### src/rtl/wb_pkg.sv
// Shared definitions for the writeback stage: load-size codes, FSM state
// encoding and the default register width/address width.
package wb_pkg;

    localparam int DEF_DATA_W = 32;
    localparam int DEF_ADDR_W = 5;

    localparam logic [1:0] LD_BYTE = 2'd0;
    localparam logic [1:0] LD_HALF = 2'd1;
    localparam logic [1:0] LD_WORD = 2'd2;

    typedef enum logic [1:0] {
        IDLE      = 2'd0,
        WAIT_LOAD = 2'd1,
        WRITE     = 2'd2
    } wb_state_t;

endpackage

### src/rtl/load_align.sv
// Combinational load data aligner: picks the addressed byte/half out of the
// raw memory word and sign- or zero-extends it to DATA_W.
module load_align
    import wb_pkg::*;
#(
    parameter int DATA_W = DEF_DATA_W
) (
    input  logic [1:0]        size,
    input  logic              ld_signed,
    input  logic [1:0]        addr_lo,
    input  logic [DATA_W-1:0] rdata,
    output logic [DATA_W-1:0] data
);

    logic [7:0]  byte_v;
    logic [15:0] half_v;

    always_comb begin
        byte_v = rdata[7:0];
        case (addr_lo)
            2'd0:    byte_v = rdata[7:0];
            2'd1:    byte_v = rdata[15:8];
            2'd2:    byte_v = rdata[23:16];
            default: byte_v = rdata[31:24];
        endcase

        // Halfword loads only look at addr_lo[1]; a misaligned bit 0 is ignored.
        half_v = addr_lo[1] ? rdata[31:16] : rdata[15:0];

        data = rdata;
        case (size)
            LD_BYTE: data = {{(DATA_W-8){ld_signed & byte_v[7]}}, byte_v};
            LD_HALF: data = {{(DATA_W-16){ld_signed & half_v[15]}}, half_v};
            default: data = rdata;
        endcase
    end

endmodule

### src/rtl/regfile_writeback.sv
// Writeback stage: retires ALU results and aligned load data into the register
// file as a one-cycle wren pulse. Define WB_FWD_EN to add WRITE-stage forwarding.
module regfile_writeback
    import wb_pkg::*;
#(
    parameter int DATA_W = DEF_DATA_W,
    parameter int ADDR_W = DEF_ADDR_W
) (
    input  logic              clk,
    input  logic              rst,
    input  logic              in_valid,
    output logic              in_ready,
    input  logic [ADDR_W-1:0] in_rd,
    input  logic              in_regwrite,
    input  logic              in_is_load,
    input  logic [1:0]        in_ld_size,
    input  logic              in_ld_signed,
    input  logic [1:0]        in_addr_lo,
    input  logic [DATA_W-1:0] in_alu,
`ifdef WB_FWD_EN
    input  logic [ADDR_W-1:0] fwd_rs1,
    input  logic [ADDR_W-1:0] fwd_rs2,
    output logic              fwd_hit1,
    output logic              fwd_hit2,
    output logic [DATA_W-1:0] fwd_data1,
    output logic [DATA_W-1:0] fwd_data2,
`endif
    input  logic              mem_rvalid,
    input  logic [DATA_W-1:0] mem_rdata,
    output logic              wren,
    output logic [ADDR_W-1:0] wraddr,
    output logic [DATA_W-1:0] wrdata
);

    wb_state_t         state;
    wb_state_t         state_n;

    logic [ADDR_W-1:0] pend_rd;
    logic [1:0]        pend_size;
    logic              pend_signed;
    logic [1:0]        pend_lo;

    logic              capture;
    logic              latch;
    logic [ADDR_W-1:0] cap_addr;
    logic [DATA_W-1:0] cap_data;

    logic [1:0]        al_size;
    logic              al_signed;
    logic [1:0]        al_lo;
    logic [DATA_W-1:0] aligned;

    // One aligner serves both the immediate-load path and the waiting-load path.
    assign al_size   = (state == WAIT_LOAD) ? pend_size   : in_ld_size;
    assign al_signed = (state == WAIT_LOAD) ? pend_signed : in_ld_signed;
    assign al_lo     = (state == WAIT_LOAD) ? pend_lo     : in_addr_lo;

    load_align #(
        .DATA_W(DATA_W)
    ) u_align (
        .size     (al_size),
        .ld_signed(al_signed),
        .addr_lo  (al_lo),
        .rdata    (mem_rdata),
        .data     (aligned)
    );

    always_ff @(posedge clk or posedge rst) begin
        if (rst) begin
            state       <= IDLE;
            wraddr      <= '0;
            wrdata      <= '0;
            pend_rd     <= '0;
            pend_size   <= LD_WORD;
            pend_signed <= 1'b0;
            pend_lo     <= 2'd0;
        end else begin
            state <= state_n;
            if (capture) begin
                wraddr <= cap_addr;
                wrdata <= cap_data;
            end
            if (latch) begin
                pend_rd     <= in_rd;
                pend_size   <= in_ld_size;
                pend_signed <= in_ld_signed;
                pend_lo     <= in_addr_lo;
            end
        end
    end

    // WRITE accepts like IDLE so back-to-back retirements never bubble;
    // rd=0 and non-writing instructions are swallowed without a pulse.
    always_comb begin
        state_n  = state;
        in_ready = 1'b1;
        wren     = 1'b0;
        capture  = 1'b0;
        latch    = 1'b0;
        cap_addr = in_rd;
        cap_data = in_alu;
        case (state)
            WAIT_LOAD: begin
                in_ready = 1'b0;
                cap_addr = pend_rd;
                cap_data = aligned;
                if (mem_rvalid) begin
                    capture = 1'b1;
                    state_n = WRITE;
                end
            end
            default: begin
                wren    = (state == WRITE);
                state_n = IDLE;
                if (in_valid && in_regwrite && (in_rd != '0)) begin
                    if (!in_is_load) begin
                        capture = 1'b1;
                        state_n = WRITE;
                    end else if (mem_rvalid) begin
                        capture  = 1'b1;
                        cap_data = aligned;
                        state_n  = WRITE;
                    end else begin
                        latch   = 1'b1;
                        state_n = WAIT_LOAD;
                    end
                end
            end
        endcase
    end

`ifdef WB_FWD_EN
    always_comb begin
        fwd_hit1  = (state == WRITE) && (wraddr != '0) && (fwd_rs1 == wraddr);
        fwd_hit2  = (state == WRITE) && (wraddr != '0) && (fwd_rs2 == wraddr);
        fwd_data1 = fwd_hit1 ? wrdata : '0;
        fwd_data2 = fwd_hit2 ? wrdata : '0;
    end
`endif

endmodule

### config.mk
export PLATFORM = sky130hd
export DESIGN_NAME = regfile_writeback
export DESIGN_NICKNAME = d
export VERILOG_FILES = /design/src/rtl/wb_pkg.sv /design/src/rtl/load_align.sv /design/src/rtl/regfile_writeback.sv
export SDC_FILE = /design/constraint.sdc
export NUM_CORES = 1
export LEC_CHECK = 0
export BUFFER_PORTS_ARGS = -buffer_cell sky130_fd_sc_hd__buf_4
export CAP_MARGIN = 20
export CELL_PAD_IN_SITES_DETAIL_PLACEMENT = 1
export CELL_PAD_IN_SITES_GLOBAL_PLACEMENT = 2
export CORE_ASPECT_RATIO = 0.8
export CORE_MARGIN = 2
export CORE_UTILIZATION = 29
export CTS_CLUSTER_SIZE = 25
export DETAILED_ROUTE_END_ITERATION = 12
export PLACE_DENSITY = 0.87
export REMOVE_ABC_BUFFERS = 1
export SLEW_MARGIN = 15
export SYNTH_ARGS = -nofsm -noshare
export SYNTH_HDL_FRONTEND = slang
export SYNTH_SLANG_ARGS = --single-unit
export TNS_END_PERCENT = 10
### constraint.sdc
create_clock -name clk -period 3.1 [get_ports clk]
set_clock_uncertainty 0.1 [all_clocks]
set_input_delay 0.62 -clock clk [delete_from_list [all_inputs] [get_ports clk]]
set_output_delay 0.62 -clock clk [all_outputs]
set_load 0.005 [all_outputs]
==> results.json, run 1 <==
{
  "setup_viol": 0,
  "synth_area_sq_mm": 0.00273,
  "wl_per_cell_um": 19.8,
  "path_class": "reg -> reg",
  "synth_edf_count": 0,
  "coreArea_sq_mm": 0.00908,
  "critPathArrivalTime_ns": 2.81,
  "drt_wl_total_mm": 10.4,
  "cts_tree": "done",
  "htree_num_levels": 2,
  "grt_pass1_wl_mm": 16.5,
  "drc": 0,
  "die_h_um": 90.7,
  "hpwl_mm": 7.77,
  "syn_area_per_cell_sq_um": 9.33,
  "drv_cap": 0,
  "synth_top_area_cell": "dfrtp_1",
  "cts_num_sinks": 49,
  "synthTopCellsByArea": "dfrtp_1, a221oi_1, a31oi_1, nand2_1, a21oi_1",
  "clk_latency_ns": 0.28,
  "synth.most_common_cell": "dfrtp_1",
  "vias": 2869,
  "fin_ws_ns": 0.393,
  "synth_cell_types": 37,
  "antenna_cells": 0,
  "fillerInstances": 1076,
  "hold_viol": 0,
  "rsz0062_at_grt": "no",
  "cp_max_fo": 14,
  "muxShareOfSynthArea": 0.0872,
  "grt_antenna_before_repair": 0,
  "r2r_setup_slack_ns": 0.39,
  "min_period_over_period": 0.873,
  "overflow": 0,
  "synthAdderAreaFrac": 0,
  "synthTopCellsByCount": "dfrtp_1, nand2_1, nor2_1",
  "async_reset_ff_frac": 1.00,
  "ir_drop_mv": 0.270,
  "die_w_um": 112,
  "reg2reg_depth": 7,
  "ys_seq_elements": 49,
  "initial_core_util": 0.300,
  "postCtsSetupRepairBufs": 0,
  "post_cts_resized": 0,
  "ys.flop_type": "dfrtp_1",
  "drive_above_1_share": 0.391,
  "grt_pass1_vias": 3027,
  "synth.top_cell.area_share": 0.441,
  "fp-row-count": 31,
  "utilization": 0.436,
  "antenna_left": 0,
  "status": "complete, no violations",
  "tns_ns": 0,
  "synth_top_family_by_area": "compound AO/OA/AOI/OAI gates",
  "seq_area_frac_synth": 0.450,
  "port_buffers": 118,
  "drt_iter0_drc": 123,
  "cts.hold.buffers_added": 0,
  "ios": 119,
  "r2r-start": "state[0]$_DFFE_PP0P_",
  "yosys.area_share.xor_xnor": 0,
  "pre_cts_slack_ns": 0.429,
  "clk_path_buf_depth": 2,
  "hp-class": "in -> async",
  "cts_made_buffers": 5,
  "reg2reg_to": "wrdata[2]$_DFFE_PP0P_",
  "synth_compound_area_frac": 0.287,
  "via_per_inst": 5.48,
  "finalCriticalPeriod_ns": 2.71,
  "p_leak_nw": 1.81,
  "maxSlewHeadroom": 0.325,
  "max_freq_mhz": 369,
  "yosys_warnings": 0,
  "firstDrtPassIters": 4,
  "grt_start_max_net_pins": 33,
  "worstMarginPinSlew_ns": 1.00,
  "critPathRequiredTime_ns": 3.21,
  "syn_inst": 292,
  "slew_viol_final": 0,
  "seqCellArea_sq_mm": 0.00123,
  "cts_root_buf": "clkbuf_16",
  "die_area_sq_mm": 0.0102,
  "synthSimpleGateAreaFrac": 0.132,
  "multi_input_area_sq_mm": 0.00141,
  "area_growth_pct": 45.1,
  "p_per_area_mw_per_mm2": 550,
  "startpoint_type": "flop",
  "clk_pin_slew_ns": 0.07,
  "final_nets": 488,
  "track_usage": 0.203,
  "crit_path_end_kind": "flop",
  "routabilityCongestion": 0.835
}
## logic make-up after synthesis
| family | after synthesis |
|---|---|
| AOI/OAI and AO/OA | 114 |
| buffers and inverters | 27 |
| muxes | 22 |
| and+or+nand+nor | 80 |
| DFF | 49 |
## stage by stage
stage                     cell area [sq um]  power [mW]  instances  hold slack, ns
after global placement                 3790        1.55        516           0.381
after floorplan                        2620        1.18        269           0.371
after CTS                              3960        2.20        524           0.283
final                                  3960        2.18        524           0.269
after global routing                   3960        2.31        524           0.312
after detailed placement               3790        1.58        516           0.379
## where the power goes
part / switching, mW / internal (mW) / leakage, nW / total, mW
clock network: 0.235 / 0.380 / 0.0808 / 0.615
registers: 0.109 / 0.787 / 0.588 / 0.896
logic: 0.298 / 0.367 / 1.14 / 0.665
## routing by layer
layer / vias up / share of wire / global-route usage
met5: - / 0 / 0
met4: 0 / 0.011 / 0.0376
met3: 8 / 0.055 / 0.0342
met2: 98 / 0.47 / 0.321
met1: 1411 / 0.47 / 0.294
li1: 1352 / - / -
## flip-flops by register name, summed over array words and instances (netlist names)
signal	cells
pend_lo	2
pend_rd	5
pend_signed	1
pend_size	2
state	2
wraddr	5
wrdata	32
## layout make-up
cell class,instances,area share
Clock inverter,2,0.00886
Inverter,4,0.00380
Timing Repair Buffer,132,0.251
Clock buffer,6,0.0326
Multi-Input combinational cell,216,0.357
Sequential cell,49,0.310
Tap cell,115,0.0364
## critical path, cell delays in order (launching register included)
cell and delay, ns:
dfrtp_1 0.41, nor2b_4 0.14, inv_2 0.21, mux2i_1 0.31, nand3_1 0.14, a21boi_0 0.81
a2111oi_0 0.31, o21ai_1 0.19
## cells in the final DEF, fill, tap and decap left out, types with 2 or more instances in the layout
cell type	instances
a2111oi_0	8
a211oi_1	7
a21oi_1	24
a221oi_1	19
a22oi_1	11
a311oi_1	4
a31oi_1	19
and3_1	7
buf_4	132
clkbuf_16	5
dfrtp_1	48
inv_1	2
inv_2	2
mux2_2	10
mux2i_1	11
nand2_1	33
nand3_1	2
nor2_1	29
o21ai_0	12
o21ai_1	4
## worst max path at each step
stage	start	end	slack, ns	cells after the start
floorplan	in_rd[4]	wrdata[22]$_DFFE_PP0P_	-0.96	6
detailed placement	state[0]$_DFFE_PP0P_	wrdata[2]$_DFFE_PP0P_	0.43	7
finish	state[0]$_DFFE_PP0P_	wrdata[2]$_DFFE_PP0P_	0.39	7
CTS	state[0]$_DFFE_PP0P_	wrdata[2]$_DFFE_PP0P_	0.42	7
global route	state[0]$_DFFE_PP0P_	wrdata[2]$_DFFE_PP0P_	0.07	7
global placement	state[0]$_DFFE_PP0P_	wrdata[4]$_DFFE_PP0P_	0.56	7
Note: power is estimated with default switching activity, not from simulation.
==> run 2: changes to the inputs <==
Settings changed: CORE_ASPECT_RATIO 0.8 to 2, CORE_UTILIZATION 29 to 27, PLACE_DENSITY 0.87 to 0.82.
Clock period 3.1 ns to 3.09 ns, I/O delays scaled along.
==> run 2 against run 1 <==
Final cell count grew 2.9%. Die area increased by 7.5%. Global-route usage up 0.30 points. Via count grew 0.59%. Sequential cell count did not move. Cell area up 0.47%. Worst setup slack worse by 0.074 ns. Largest cell class unchanged. Highest routed layer unchanged.
==> results.json, run 2 (synthesized netlist as in run 1, its figures left out) <==
{
  "cp_max_fo": 14,
  "fillerInstances": 1143,
  "max_freq_mhz": 361,
  "overflow": 0,
  "place_area_sq_mm": 0.00380,
  "clk_latency_ns": 0.29,
  "firstDrtPassIters": 4,
  "drt_wl_total_mm": 10.8,
  "fin_area_sq_mm": 0.00397,
  "postCtsSetupRepairBufs": 0,
  "wl_per_cell_um": 20.1,
  "die_area_sq_mm": 0.0110,
  "cts.hold.buffers_added": 0,
  "die_h_um": 146,
  "fin_ws_ns": 0.318,
  "post_cts_resized": 0,
  "final_cell_mix": "buf_4, dfrtp_1, nand2_1",
  "cts_tree": "done",
  "htree_num_levels": 2,
  "vias": 2886,
  "maxSlewHeadroom": 0.409,
  "hp-class": "in -> async",
  "coreArea_sq_mm": 0.00976,
  "via_per_inst": 5.35,
  "critPathRequiredTime_ns": 3.20,
  "hold_ws_ns": 0.315,
  "final_common_cell": "buf_4",
  "largest_register_ffs": 32,
  "finalCriticalPeriod_ns": 2.77,
  "crit_path_end_kind": "flop",
  "drt_iter0_drc": 77,
  "p_leak_nw": 1.80,
  "p_per_area_mw_per_mm2": 561,
  "power.total_mw": 2.23,
  "grt_pass1_wl_mm": 16.9,
  "reg2reg_to": "wrdata[4]$_DFFE_PP0P_",
  "path_class": "reg -> reg",
  "cts_root_buf": "clkbuf_16",
  "cts_made_buffers": 5,
  "drv_cap": 0,
  "grt_pass1_vias": 3121,
  "rsz0062_at_grt": "no",
  "min_period_over_period": 0.897,
  "clk_path_buf_depth": 2,
  "die_w_um": 75.0,
  "crit_start": "state[1]$_DFFE_PP0P_",
  "initial_core_util": 0.279,
  "drc": 0,
  "r2r-start": "state[1]$_DFFE_PP0P_",
  "hold_viol": 0,
  "reg2reg_depth": 8,
  "slew_viol_final": 0,
  "startpoint_type": "flop",
  "top_regs": "wrdata (32), pend_rd (5), wraddr (5)",
  "r2r_setup_slack_ns": 0.32,
  "cts_num_sinks": 49,
  "drive_above_1_share": 0.391,
  "antenna_cells": 0,
  "dp.cells": 531,
  "grt_antenna_before_repair": 0,
  "regMostFlops": "wrdata",
  "fin_cells": 539,
  "track_usage": 0.206,
  "grt_start_max_net_pins": 47,
  "clk_pin_slew_ns": 0.07,
  "antenna_left": 0,
  "ios": 119,
  "pre_cts_slack_ns": 0.265,
  "hpwl_mm": 8.19,
  "setup_viol": 0,
  "worstMarginPinSlew_ns": 0.879,
  "status": "complete, no violations",
  "area_growth_pct": 45.8,
  "ir_drop_mv": 0.223,
  "port_buffers": 118,
  "critPathArrivalTime_ns": 2.88,
  "final_nets": 486,
  "routabilityCongestion": 0.788,
  "fp-row-count": 51
}
## run 2: changes by cell type in the layout (fill, tap and decap cells not counted), sizes merged
cell | before | now
clkinvlp | 0 | 1
buf | 132 | 130
clkinv | 1 | 0
## run 2: critical path, cell delays in order, from the launching register on
cell and delay [ns]:
dfrtp_1 0.42, nor2b_4 0.13, inv_2 0.13, a31oi_1 0.36, buf_4 0.25, nand3_1 0.11, a21boi_0 0.72, a2111oi_0 0.25
o21ai_0 0.22
## run 2: through the flow
step | TNS (ns) | utilization
2_1_floorplan | -18.57 | -
3_3_place_gp | 0 | 0.389
6_report | 0 | 0.407
3_5_place_dp | 0 | 0.389
4_1_cts | 0 | 0.407
5_1_grt | 0 | 0.407
## run 2: area by class of cell
cell class,instances,area (sq um),share of cell area
clock buffers,6,139,0.0349
clock inverters,2,37.5,0.00945
flip-flops and latches,49,1230,0.309
inverters,4,15.0,0.00378
well taps,132,165,0.0416
repair buffers,130,976,0.246
multi-input cells,216,1410,0.356
## run 2: worst max path at each step
stage | to | slack [ns] | cells past startpoint
6_report | wrdata[4]$_DFFE_PP0P_ | 0.32 | 8
5_1_grt | wrdata[4]$_DFFE_PP0P_ | 0.06 | 8
4_1_cts | wrdata[4]$_DFFE_PP0P_ | 0.28 | 8
3_5_place_dp | wrdata[4]$_DFFE_PP0P_ | 0.26 | 7
3_3_place_gp | wrdata[6]$_DFFE_PP0P_ | 0.40 | 7
2_1_floorplan | wrdata[22]$_DFFE_PP0P_ | -0.97 | 6
## run 2: layer usage
| metal | part of all wire | track usage | vias to the layer above |
|---|---|---|---|
| met5 | 0 | 0 | - |
| met4 | 0.043 | 0.0946 | 0 |
| met3 | 0.038 | 0.0269 | 25 |
| met2 | 0.56 | 0.371 | 104 |
| met1 | 0.35 | 0.227 | 1414 |
| li1 | - | - | 1343 |
## run 2: power by group
part | switching [mW] | internal (mW)
logic | 0.300 | 0.366
clock network | 0.259 | 0.405
registers | 0.110 | 0.790
==> run 3: changes to the inputs <==
Settings changed: REMOVE_ABC_BUFFERS 1 to not set.
==> run 3 against run 2 <==
Clock power is 4.2% lower. Sequential cell count stayed put. Global-route usage hardly changed. Wire length is 3.0% higher. Largest cell class unchanged. Largest power group unchanged.
==> results.json, run 3 (synthesized netlist as in run 1, its figures left out) <==
{
  "drc": 0,
  "fp-row-count": 51,
  "coreArea_sq_mm": 0.00976,
  "setup_viol": 0,
  "routabilityCongestion": 0.852,
  "critPathRequiredTime_ns": 3.15,
  "max_freq_mhz": 339,
  "critPathArrivalTime_ns": 3.01,
  "worstMarginPinSlew_ns": 0.574,
  "via_per_inst": 5.29,
  "p_leak_nw": 1.81,
  "firstDrtPassIters": 4,
  "largest_register_ffs": 32,
  "grt_antenna_before_repair": 1,
  "clk_pin_slew_ns": 0.07,
  "final_cell_mix": "buf_4, dfrtp_1, nand2_1",
  "startpoint_type": "flop",
  "clk_latency_ns": 0.29,
  "top_regs": "wrdata (32), pend_rd (5), wraddr (5)",
  "reg2reg_depth": 8,
  "pwr-share-seq": 0.410,
  "tns_ns": 0,
  "comb_power_share": 0.302,
  "port_buffers": 118,
  "overflow": 0,
  "maxSlewHeadroom": 0.607,
  "die_w_um": 75.0,
  "grt_pass1_vias": 3028,
  "cts_tree": "done",
  "area_growth_pct": 46.3,
  "antenna_left": 0,
  "ir_drop_mv": 0.259,
  "drt_wl_total_mm": 11.1,
  "clkPwrFrac": 0.288,
  "cts_root_buf": "clkbuf_16",
  "drt_iter0_drc": 101,
  "r2r_setup_slack_ns": 0.14,
  "r2r-start": "state[1]$_DFFE_PP0P_",
  "p_sw_frac": 0.301,
  "hp-class": "in -> async",
  "status": "complete, no violations",
  "wl_per_cell_um": 20.5,
  "ios": 119,
  "cts_num_sinks": 49,
  "drv_cap": 0,
  "p_int_mw": 1.54,
  "crit_path_end_kind": "flop",
  "final_common_cell": "buf_4",
  "fillerInstances": 1152,
  "track_usage": 0.206,
  "cts_made_buffers": 5,
  "hpwl_mm": 8.74,
  "rsz0062_at_grt": "no",
  "clk_path_buf_depth": 2,
  "grt_start_max_net_pins": 47,
  "vias": 2875,
  "drive_above_1_share": 0.393,
  "synth_fp_nets": 372,
  "grt_pass1_wl_mm": 16.5,
  "cp_max_fo": 14,
  "reg2reg_to": "wrdata[30]$_DFFE_PP0P_",
  "final_nets": 489,
  "hold_viol": 0,
  "p_sw_mw": 0.666,
  "die_area_sq_mm": 0.0110,
  "power.total_mw": 2.21,
  "regMostFlops": "wrdata",
  "finalCriticalPeriod_ns": 2.95,
  "initial_core_util": 0.279,
  "htree_num_levels": 2,
  "slew_viol_final": 0,
  "path_class": "reg -> reg",
  "min_period_over_period": 0.956,
  "p_per_area_mw_per_mm2": 554,
  "die_h_um": 146
}
-- run 3: cell types whose count changed in the layout (fill, tap and decap cells not counted), sizes merged --
cell,change
diode,+1
buf,+3
clkinvlp,-1
clkinv,+1
-- run 3: metrics by stage --
step	instance area (sq um)	cells	hold WS (ns)	utilization	worst slack [ns]
after floorplan	2730	292	0.371	-	0.894
after global placement	3800	532	0.366	0.389	0.213
after detailed placement	3800	532	0.381	0.389	0.112
after CTS	3970	540	0.222	0.406	0.0660
after global routing	3990	543	0.233	0.408	0.00563
final	3990	543	0.214	0.408	0.136
-- run 3: repair_timing --
| item | CTS | global route |
|---|---|---|
| endpoints found under the hold margin | 0 | 0 |
| resized for setup | 0 | 2 |
| setup buffers | 0 | 2 |
| setup endpoints to repair | 0 | 27 |
| hold buffers | 0 | 0 |
-- run 3: cell type report --
class,instances,area (sq um),area share
diodes,1,2.50,0.000628
flip-flops and latches,49,1230,0.308
clock inverters,2,38.8,0.00973
inverters,4,15.0,0.00377
repair buffers,133,998,0.250
clock buffers,6,129,0.0323
well taps,132,165,0.0414
multi-input cells,216,1410,0.354
-- run 3: power by group through the flow --
stage / combinational, mW / clock, mW / sequential, mW
after global routing: 0.727 / 0.673 / 0.922
after CTS: 0.675 / 0.649 / 0.905
final: 0.668 / 0.636 / 0.906
after floorplan: 0.299 / 0 / 0.893
after global placement: 0.656 / 0 / 0.912
after detailed placement: 0.674 / 0 / 0.916
-- run 3: how the worst max path moves through the flow --
stage	from	endpoint	depth (start not counted)
2_1_floorplan	in_rd[4]	wrdata[17]$_DFFE_PP0P_	7
3_3_place_gp	state[1]$_DFFE_PP0P_	wrdata[20]$_DFFE_PP0P_	7
3_5_place_dp	state[1]$_DFFE_PP0P_	wrdata[23]$_DFFE_PP0P_	7
4_1_cts	state[1]$_DFFE_PP0P_	wrdata[30]$_DFFE_PP0P_	7
5_1_grt	state[1]$_DFFE_PP0P_	wrdata[30]$_DFFE_PP0P_	8
6_report	state[1]$_DFFE_PP0P_	wrdata[30]$_DFFE_PP0P_	8
-- run 3: critical path, cell delays in order (launching register included) --
cell and delay (ns):
dfrtp_1 0.42, nor2b_4 0.34, inv_2 0.21, mux2_4 0.44, mux2i_1 0.36, o22ai_1 0.17
nand2_1 0.39, buf_4 0.26, a31oi_1 0.10
-- run 3: per-layer routing --
layer / global-route usage / share of wire / vias to the layer above
li1: - / - / 1349
met1: 0.212 / 0.34 / 1413
met2: 0.396 / 0.60 / 97
met3: 0.0214 / 0.036 / 16
met4: 0.0795 / 0.030 / 0
met5: 0 / 0 / -
